--- src/rtl/priority_encoder_hs.sv ---
// priority_encoder_hs: registered 2^W-to-W priority encoder with sticky request
// capture and a valid/ack handshake. The issued code is held until acknowledged.
//
// Build option: define PRIORITY_ENC_ROUND_ROBIN_EN for round-robin selection
// (pointer = last issued index + 1). Default build is fixed priority, index 0 highest.
module priority_encoder_hs #(
  parameter int unsigned W = 2,
  localparam int unsigned N = 1 << W
) (
  input  logic         clk,
  input  logic         rst,
  input  logic         en,
  input  logic [N-1:0] req,
  input  logic         ack,
  output logic [W-1:0] y,
  output logic         valid,
  output logic [N-1:0] pending,
  output logic         multi
);

  typedef enum logic [0:0] {StIdle, StHold} state_e;

  state_e         state_q, state_d;
  logic [W-1:0]   y_q, y_d;
  logic [N-1:0]   pending_q, pending_d;
  logic           multi_q, multi_d;
  logic [N-1:0]   clr;
  logic [W-1:0]   base;
  logic [W-1:0]   sel;
  logic [W-1:0]   idx;
  logic           found;

`ifdef PRIORITY_ENC_ROUND_ROBIN_EN
  logic [W-1:0]   ptr_q, ptr_d;
  assign base = ptr_q;
`else
  assign base = '0;
`endif

  // Search the registered pending vector starting at base, wrapping N-1 -> 0.
  always_comb begin
    sel   = '0;
    idx   = '0;
    found = 1'b0;
    for (int unsigned k = 0; k < N; k++) begin
      idx = base + W'(k);
      if (!found && pending_q[idx]) begin
        sel   = idx;
        found = 1'b1;
      end
    end
  end

  // Capture, handshake FSM and status flag next-state.
  always_comb begin
    state_d = state_q;
    y_d     = y_q;
    clr     = '0;
`ifdef PRIORITY_ENC_ROUND_ROBIN_EN
    ptr_d   = ptr_q;
`endif
    unique case (state_q)
      StIdle: begin
        if (en && found) begin
          y_d     = sel;
          state_d = StHold;
        end
      end
      StHold: begin
        if (ack) begin
          clr[y_q] = 1'b1;
          state_d  = StIdle;
`ifdef PRIORITY_ENC_ROUND_ROBIN_EN
          ptr_d    = y_q + W'(1);
`endif
        end
      end
      default: state_d = StIdle;
    endcase
    // A set in the same cycle as the clear wins.
    pending_d = (pending_q & ~clr) | req;
    // More than one bit set: clearing the lowest set bit leaves something.
    multi_d   = |(pending_q & (pending_q - N'(1)));
  end

  // State registers with synchronous reset.
  always_ff @(posedge clk) begin
    if (rst) begin
      state_q   <= StIdle;
      y_q       <= '0;
      pending_q <= '0;
      multi_q   <= 1'b0;
`ifdef PRIORITY_ENC_ROUND_ROBIN_EN
      ptr_q     <= '0;
`endif
    end else begin
      state_q   <= state_d;
      y_q       <= y_d;
      pending_q <= pending_d;
      multi_q   <= multi_d;
`ifdef PRIORITY_ENC_ROUND_ROBIN_EN
      ptr_q     <= ptr_d;
`endif
    end
  end

  assign y       = y_q;
  assign valid   = (state_q == StHold);
  assign pending = pending_q;
  assign multi   = multi_q;

endmodule

--- config.mk ---
export PLATFORM = sky130hd
export DESIGN_NAME = priority_encoder_hs
export DESIGN_NICKNAME = d
export VERILOG_FILES = /design/src/rtl/priority_encoder_hs.sv
export SDC_FILE = /design/constraint.sdc
export NUM_CORES = 1
export LEC_CHECK = 0
export CAP_MARGIN = 20
export CORE_AREA = 2 2 39 41
export DETAILED_ROUTE_END_ITERATION = 10
export DIE_AREA = 0 0 41 43
export GPL_ROUTABILITY_DRIVEN = 0
export GPL_TIMING_DRIVEN = 0
export PLACE_DENSITY_LB_ADDON = 0.1
export SYNTH_ARGS = -nofsm -noshare
export SYNTH_HDL_FRONTEND = slang
export SYNTH_SLANG_ARGS = --single-unit
--- constraint.sdc ---
create_clock -name clk -period 1.39 [get_ports clk]
set_input_delay 0.278 -clock clk [delete_from_list [all_inputs] [get_ports clk]]
set_output_delay 0.278 -clock clk [all_outputs]
set_load 0.01 [all_outputs]
* Word-level counts from Yosys, hierarchy flattened
Cells that the tools add are included.
** Operators by class
- $lt $le $gt $ge :: 2
- Add/sub/neg operators :: 1
- Bitwise operators :: 5
- Reductions and logical operators :: 10
- Muxes and demuxes :: 14
** Operators by type and width (number)
- bitwise AND 4 bit :: 2
- 2-to-1 mux 1 bit :: 8
- 2-to-1 mux 4 bit :: 2
- logical AND 1 bit :: 5
- 2-to-1 mux 2 bit :: 2
- inverter 4 bit :: 1
- bitwise OR 4 bit :: 1
- OR reduction 4 bit :: 1
- subtractor 4 x 1 -> 4 bit (second input constant) :: 1
- logical NOT 1 bit :: 3
- < comparator 2 x 3 -> 1 bit (second input constant) :: 1
- demux 1 bit (select 2 bit) :: 1
- >= comparator 2 x 1 -> 1 bit (second input constant) :: 1
- case mux 1 bit (2 select lines) :: 1
- AND reduction 2 bit :: 1
- inverter 1 bit :: 1
** Storage, ports and cells
- Logic and storage cells :: 36
- Bits in registers :: 8
- Bits of input ports :: 8

* Depth between registers and ports, before layout
Gate-level depths: netlist of run 1.
- Depth after elaboration :: 13
- Depth in mapped cells :: 3

* Least setup slack after synthesis of run 1
OpenSTA, ideal clock, no wires.
- Path type :: reg-to-reg
- From :: register state_q, in the netlist valid
- To :: register y_q[0], in the netlist y[0]
- Data arrival time :: 1139 ps
- Setup slack :: 181 ps
- Clock period less this slack :: 1209 ps
- Data required time :: 1320 ps
- Cell stages (with the launch flop) :: 4
- Cell sequence :: dfxtp_1 nand2b_4 or4_1 a21oi_1
** On the way
- Word-level cells in the longest chain between the ends :: 2
** Ends and longest elaborated chain
- start, declared :: line 23 : state_e state_q, state_d;
- start signal, assigned :: line 89 : state_q <= StIdle;
- start signal, assigned :: line 97 : state_q <= state_d;
- inverter 1 bit
- AND reduction 2 bit (no line)
- end signal, assigned :: line 98 : y_q <= y_d;
- end, declared :: line 24 : logic [W-1:0] y_q, y_d;
Every way passes these cells.
A chain may end at the register's enable or synchronous reset.

* Worst setup path in the final report of run 1
- From :: input port en
- To :: register y_q[0], in the netlist y[0]
** On the way
- Word-level cells in the longest chain between the ends :: 2
** Ends and longest elaborated chain
- start, declared :: line 12 : input logic en,
- logical AND 1 bit :: line 64 : if (en && found) begin
- AND reduction 2 bit (no line)
Every way passes these cells.

==> results of run 1 <==
-- Yosys cell counts, drive strengths merged --
library cell  count  area, µm²
a21o              1       7.51
a21oi             5       25.0
a31oi             1       6.26
clkbuf            1       3.75
dfxtp             8        160
inv               1       3.75
nand2             1       3.75
nand2b            1       13.8
nand4             1       6.26
nand4b            2       17.5
nor2              7       26.3
nor2b             2       12.5
nor3              3       15.0
nor4              2       12.5
o21ai             1       5.00
o22ai             1       6.26
or2               1       6.26
or4               1       7.51
-- metrics by stage --
step / std cells / instance area, µm² / setup TNS, ns
global placement: 70 / 499 / -0.194
floorplan: 40 / 339 / 0
finish: 73 / 523 / 0
global route: 73 / 523 / 0
detailed placement: 70 / 499 / -0.197
CTS: 73 / 520 / 0
-- layout make-up --
| type | count | area [µm²] | area share |
|---|---|---|---|
| Buffer | 1 | 3.75 | 0.00718 |
| Clock buffer | 3 | 22.5 | 0.0431 |
| Inverter | 1 | 3.75 | 0.00718 |
| Multi-Input combinational cell | 30 | 171 | 0.328 |
| Sequential cell | 8 | 168 | 0.321 |
| Tap cell | 16 | 20.0 | 0.0383 |
| Timing Repair Buffer | 14 | 134 | 0.256 |
-- power by group through the flow --
stage	Clock, mW	Combinational, mW	Sequential [mW]
after global routing	0.197	0.115	0.279
after global placement	0	0.115	0.277
after floorplan	0	0.0445	0.281
after CTS	0.184	0.105	0.275
after detailed placement	0	0.114	0.277
final	0.172	0.103	0.276
-- what timing repair did --
item                                    4_1_cts  5_1_grt
endpoints found under the setup margin        7        1
gates resized for setup                      13        1
hold buffers                                  0        0
-- worst max path at each step --
stage                     startpoint    end  slack, ns  cells after the start
after floorplan                valid   y[0]       0.18                      3
after global placement            en   y[0]      -0.19                      4
after detailed placement          en   y[0]      -0.20                      4
after CTS                      multi  multi       0.02                      1
after global routing              en   y[0]       0.01                      4
final                             en   y[0]       0.05                      4
-- worst max-delay path, delay by kind of cell --
family          cells  cell delay, ns
buf+inv             1            0.52
compound gates      1            0.15
simple gates        2            0.56
-- sequential cells by signal (all words and copies together), names as in the netlist --
signal / count
multi: 1
y: 2
valid: 1
pending: 4
-- metal layers --
metal / share of wire / up-vias / track usage
met3: 0.097 / 0 / 0.0995
met5: 0 / - / 0
li1: - / 181 / -
met4: 0 / 0 / 0.0200
met2: 0.43 / 14 / 0.153
met1: 0.48 / 156 / 0.139
-- kinds of logic (layout without fill, tap and decap cells) --
| group | count (synthesis) | count (layout) | synth area share |
|---|---|---|---|
| AO/OA/AOI/OAI | 9 | 9 | 0.148 |
| flip-flops | 8 | 8 | 0.472 |
| AND/OR/NAND/NOR | 21 | 21 | 0.358 |
| buffers and inverters | 2 | 19 | 0.0221 |
==> impl_metrics.json, run 1 <==
{
  "fin_hold_ws_ns": 0.382,
  "routedWlPerCell_um": 11.3,
  "required_ns": 1.57,
  "hold_depth": 2,
  "crit_path_end_kind": "register",
  "final.fill_count": 155,
  "grtUsageTotal": 0.115,
  "cp.arrival_ns": 1.51,
  "clockPowerShare": 0.313,
  "die_area_mm2": 0.00176,
  "dp_slack_ns": -0.197,
  "syn2layout_area_growth_pct": 54.2,
  "crit_chain": "clkdlybuf4s50_1 > nand2b_4 > or4_1 > a21oi_1",
  "grt-ovfl-total": 0,
  "drt_pass1_iterations": 3,
  "synthDistinctLibCells": 18,
  "initialDrtViolationCount": 7,
  "clk_latency_ns": 0.25,
  "clk_pin_slew_worst_paths_ns": 0.05,
  "initial_core_util": 0.245,
  "antenna_found_initial": 0,
  "grt_pass1_wl_mm": 1.30,
  "r2r_start": "valid",
  "drive_gt1_frac": 0.193,
  "hp-class": "primary input to register",
  "maxCapViolations": 0,
  "worst-r2r-cell-count": 3,
  "outcome": "completed",
  "fin_skew_ns": 0.00604,
  "vdd_ir_drop_max_uv": 659,
  "h-tree-depth": 1,
  "fin_crit_sh": 0.962,
  "tritoncts": "yes",
  "antenna_cells": 0,
  "layout_common_cells": "nor2_1, dlygate4sd2_1, clkdlybuf4s50_1, dfxtp_2, a21oi_1",
  "ys_warn_count": 0,
  "avgViaCountPerCell": 4.81,
  "die_w_um": 41,
  "wl_um": 825,
  "grt_max_degree": 9,
  "avgSynthCellArea_um2": 8.48,
  "rows": 14,
  "setup_viol": 0,
  "dieHeight_um": 43,
  "io_buffers": 14,
  "cts_buffers": 3,
  "critPathSlowestCell": "clkdlybuf4s50_1",
  "clock_sinks": 8,
  "power.density_mw_per_mm2": 1050,
  "critPathMaxStageDelay_ns": 0.52,
  "power.switching_mw": 0.142,
  "coreArea_mm2": 0.00138,
  "hpwl_um": 574,
  "io_pins": 16,
  "worst_pin_slew_ns": 0.439,
  "min_delay_worst_endpoint": "pending[1]",
  "r2r-end": "y[0]",
  "p_comb_frac": 0.187,
  "start_kind": "primary input",
  "grt_pass1_vias": 314,
  "hold_path_startpoint": "rst",
  "max_clock_freq_mhz": 748,
  "drv_slew": 0,
  "cts_root_buf": "clkbuf_4",
  "switching_share": 0.257,
  "finalCoreUtilization": 0.378,
  "total_power_mw": 0.551,
  "critPathKind": "primary input to register",
  "syn_nets": 48,
  "ys_ff_latch": 8,
  "worstPathMaxFanout": 4,
  "yosysSeqAreaShare": 0.472,
  "syn_area_um2": 339,
  "pwr-share-seq": 0.500,
  "cts.path.max_buffers": 2,
  "reg2reg_slack_ns": 0.19,
  "finalCriticalPeriod_ns": 1.34,
  "postRouteAntennaNets": 0,
  "drc": 0,
  "netlist_instances": 40,
  "grt_setup_unrepaired": "false",
  "vias": 351,
  "hold_viol": 0,
  "post-cts-setup-buffers": 0,
  "power_leakage_nw": 0.232,
  "intPower_mw": 0.409,
  "setup_ws_ns": 0.0535,
  "nets": 67,
  "slew_headroom": 0.705
}
Note: power is estimated with default switching activity, not from simulation.
==> run 2, diff against run 1 <==
--- a/config.mk
+++ b/config.mk
@@ -9,6 +9,7 @@
 export CORE_AREA = 2 2 39 41
 export DETAILED_ROUTE_END_ITERATION = 10
 export DIE_AREA = 0 0 41 43
+export DONT_BUFFER_PORTS = 1
 export GPL_ROUTABILITY_DRIVEN = 0
 export GPL_TIMING_DRIVEN = 0
 export PLACE_DENSITY_LB_ADDON = 0.1
==> run 2 against run 1 <==
Flip-flop and latch count unchanged. Power is 7.6% lower. Fmax grew 4.5%. Critical path type is now register to register. Largest power group unchanged.
==> impl_metrics.json, run 2 (same netlist as run 1, synthesis figures left out) <==
{
  "drc": 0,
  "instances_no_fill": 59,
  "hp-class": "primary input to register",
  "dpl_cell_area_um2": 359,
  "rows": 14,
  "clk_latency_ns": 0.25,
  "power.switching_mw": 0.134,
  "pwr-share-seq": 0.559,
  "wl_um": 791,
  "critPathKind": "register to register",
  "p_comb_frac": 0.100,
  "hold_viol": 0,
  "clockPowerShare": 0.341,
  "avgViaCountPerCell": 5.07,
  "post_cts_resize_count": 0,
  "grt_pass1_vias": 265,
  "grtUsageTotal": 0.102,
  "drv_slew": 0,
  "drt_pass1_iterations": 2,
  "cp.arrival_ns": 1.46,
  "coreArea_mm2": 0.00138,
  "final_common_cell": "nor2_1",
  "io_pins": 16,
  "clock_sinks": 8,
  "worstPathMaxFanout": 7,
  "critPathSlowestCell": "or4_1",
  "tritoncts": "yes",
  "finalCoreUtilization": 0.278,
  "power.density_mw_per_mm2": 1330,
  "outcome": "completed",
  "crit_chain": "nand2b_4 > or4_1 > a21oi_1",
  "slew_headroom": 0.703,
  "crit_path_end_kind": "register",
  "critPathMaxStageDelay_ns": 0.49,
  "grt_pass1_wl_mm": 1.18,
  "die_w_um": 41,
  "cts_buffers": 3,
  "vias": 299,
  "hold_path_startpoint": "req[1]",
  "drive_gt1_frac": 0.163,
  "setup_tns_ns": 0,
  "post-cts-setup-buffers": 0,
  "initialDrtViolationCount": 3,
  "fin_area_um2": 384,
  "power_leakage_nw": 0.141,
  "start_kind": "register",
  "die_area_mm2": 0.00176,
  "antenna_found_initial": 0,
  "hpwl_um": 597,
  "r2r_start": "valid",
  "antenna_cells": 0,
  "grt_setup_unrepaired": "false",
  "dp_cells": 56,
  "seqCellArea_um2": 163,
  "grt_max_degree": 9,
  "final.fill_count": 156,
  "layout_common_cells": "nor2_1, dfxtp_1, a21oi_1",
  "cts.path.max_buffers": 2,
  "intPower_mw": 0.375,
  "switching_share": 0.263,
  "syn2layout_area_growth_pct": 13.3,
  "fin_crit_sh": 0.920,
  "postRouteAntennaNets": 0,
  "dieHeight_um": 43,
  "ctsHoldBuffers": 0,
  "dp_slack_ns": 0.0853,
  "required_ns": 1.57,
  "multiInputGateArea_um2": 171,
  "total_power_mw": 0.509,
  "setup_viol": 0,
  "vdd_ir_drop_max_uv": 338,
  "cts_root_buf": "clkbuf_4",
  "nets": 53,
  "io_buffers": 0,
  "largest_register_ffs": 4,
  "crit_start": "valid",
  "maxCapViolations": 0,
  "fin_hold_ws_ns": 0.151,
  "clk_pin_slew_worst_paths_ns": 0.05,
  "max_clock_freq_mhz": 782,
  "worst_pin_slew_ns": 0.442,
  "initial_core_util": 0.245,
  "setup_ws_ns": 0.111,
  "routedWlPerCell_um": 13.4,
  "h-tree-depth": 1,
  "fin_skew_ns": 0.000962,
  "finalCriticalPeriod_ns": 1.28,
  "grt-ovfl-total": 0
}
-- run 2: worst paths after layout --
| kind | endpoint | slack [ns] | cells past startpoint |
|---|---|---|---|
| min reg2reg | pending[0] | 0.55 | 2 |
| max reg2reg | y[0] | 0.11 | 3 |
| max | y[0] | 0.11 | 3 |
| min | pending[1] | 0.15 | 2 |
-- run 2: layout make-up --
cell class,count,area share
multi-input cells,30,0.446
flip-flops and latches,8,0.423
clock buffers,3,0.0586
well taps,16,0.0521
plain buffers,1,0.00977
inverters,1,0.00977
-- run 2: critical path, delay by kind of cell, from the launching register on --
kind,cells,cell delay (ns)
DFF,1,0.39
AOI/OAI and AO/OA,1,0.14
and+or+nand+nor,2,0.68
-- run 2: metal layers --
layer / vias to the layer above / wire (µm) / track usage
met2: 13 / 361 / 0.125
met5: - / 0 / 0
li1: 152 / - / -
met1: 132 / 340 / 0.129
met3: 2 / 84 / 0.0524
met4: 0 / 5 / 0.0800
-- run 2: power by group through the flow --
stage,combinational (mW),clock [mW],sequential [mW]
floorplan,0.0445,0,0.281
global placement,0.0510,0,0.288
detailed placement,0.0513,0,0.289
CTS,0.0516,0.189,0.284
global route,0.0575,0.201,0.289
finish,0.0507,0.174,0.285
==> run 3, diff against run 2 <==
--- a/config.mk
+++ b/config.mk
@@ -13,6 +13,7 @@
 export GPL_ROUTABILITY_DRIVEN = 0
 export GPL_TIMING_DRIVEN = 0
 export PLACE_DENSITY_LB_ADDON = 0.1
+export REMOVE_ABC_BUFFERS = 1
 export SYNTH_ARGS = -nofsm -noshare
 export SYNTH_HDL_FRONTEND = slang
 export SYNTH_SLANG_ARGS = --single-unit
==> run 3 against run 2 <==
Flip-flop and latch count did not move. Worst setup slack lost 0.014 ns. Count of clock-buffer cells in the layout did not move. Cell count decreased by 1.7%. Sequential power about the same. Hold slack got worse by 0.058 ns. Register-to-register slack barely moved. Utilization down 0.36 points. Critical endpoint unchanged. Largest cell class unchanged. Highest routed layer is now met3.
==> impl_metrics.json, run 3 (same netlist as run 1, synthesis figures left out) <==
{
  "outcome": "completed",
  "io_pins": 16,
  "syn2layout_area_growth_pct": 11.8,
  "max_clock_freq_mhz": 773,
  "hp-class": "primary input to register",
  "crit_path_end_kind": "register",
  "drc": 0,
  "maxCapViolations": 0,
  "setup_viol": 0,
  "clk_pin_slew_worst_paths_ns": 0.05,
  "setup_tns_ns": 0,
  "grt-ovfl-total": 0,
  "grt_setup_unrepaired": "false",
  "clk_latency_ns": 0.25,
  "die_area_mm2": 0.00176,
  "die_w_um": 41,
  "dieHeight_um": 43,
  "avgViaCountPerCell": 5.41,
  "slew_headroom": 0.743,
  "vias": 314,
  "grt_pass1_vias": 290,
  "required_ns": 1.57,
  "hold_viol": 0,
  "start_kind": "register",
  "initial_core_util": 0.245,
  "critPathKind": "register to register",
  "largest_register_ffs": 4,
  "initialDrtViolationCount": 17,
  "cts.path.max_buffers": 2,
  "antenna_found_initial": 0,
  "drive_gt1_frac": 0.143,
  "worstPathMaxFanout": 6,
  "fin_skew_ns": 0.00252,
  "routedWlPerCell_um": 14.1,
  "postRouteAntennaNets": 0,
  "tritoncts": "yes",
  "worst_pin_slew_ns": 0.382,
  "io_buffers": 0,
  "h-tree-depth": 1,
  "drv_slew": 0,
  "vdd_ir_drop_max_uv": 454,
  "grt_pass1_wl_mm": 1.29,
  "grt_max_degree": 9,
  "final.fill_count": 163,
  "drt_pass1_iterations": 4,
  "finalCriticalPeriod_ns": 1.29,
  "antenna_cells": 0,
  "nets": 52,
  "cts_root_buf": "clkbuf_4",
  "layout_common_cells": "nor2_1, dfxtp_1, a21oi_1",
  "coreArea_mm2": 0.00138,
  "cts_buffers": 3,
  "clock_sinks": 8,
  "hpwl_um": 613,
  "rows": 14,
  "fin_crit_sh": 0.930,
  "power.density_mw_per_mm2": 1330,
  "total_power_mw": 0.504,
  "power_leakage_nw": 0.139,
  "ctsHoldBuffers": 0,
  "grtUsageTotal": 0.111,
  "cp.arrival_ns": 1.47,
  "wl_um": 816
}
## run 3: cell type report
class	instances	area (µm²)	share of cell area
inverter	1	3.75	0.00990
tap	16	20.0	0.0528
sequential	8	161	0.426
multi-input combinational	30	171	0.452
clock buffer	3	22.5	0.0594
## run 3: worst paths after layout
check	from	to	slack, ns	cells after the start
min	rst	pending[3]	0.09	1
min reg2reg	pending[0]	pending[0]	0.56	2
max	pending[1]	y[0]	0.1	3
max reg2reg	pending[1]	y[0]	0.1	3
## run 3: what timing repair did
action / in CTS / in global routing
resized for setup: 0 / 1
buffers inserted: 0 / 0
endpoints found under the setup margin: 0 / 1
## run 3: layer usage
metal,track usage,wire (µm)
met4,0.0200,0
met1,0.136,324
met5,0,0
met3,0.0838,77
met2,0.153,414
## run 3: per-stage QoR
stage | util | hold WS, ns | std cells | worst slack, ns | instance area (µm²)
floorplan | - | 0.347 | 39 | 0.182 | 335
global placement | 0.257 | 0.352 | 55 | 0.0828 | 355
detailed placement | 0.257 | 0.351 | 55 | 0.0858 | 355
CTS | 0.273 | 0.0830 | 58 | 0.0674 | 378
global route | 0.274 | 0.0768 | 58 | 0.0165 | 379
finish | 0.274 | 0.0930 | 58 | 0.0969 | 379
## run 3: worst max-delay path, cell delays in order (launching register included)
cell and delay (ns):
dfxtp_1 0.48, nor4_1 0.13, or4_1 0.48, a21oi_1 0.14
## run 3: where the power goes
| part | internal [mW] | leakage [nW] | switching, mW |
|---|---|---|---|
| combinational | 0.0271 | 0.0586 | 0.0197 |
| sequential | 0.249 | 0.0667 | 0.0357 |
| clock | 0.0985 | 0.0138 | 0.0747 |
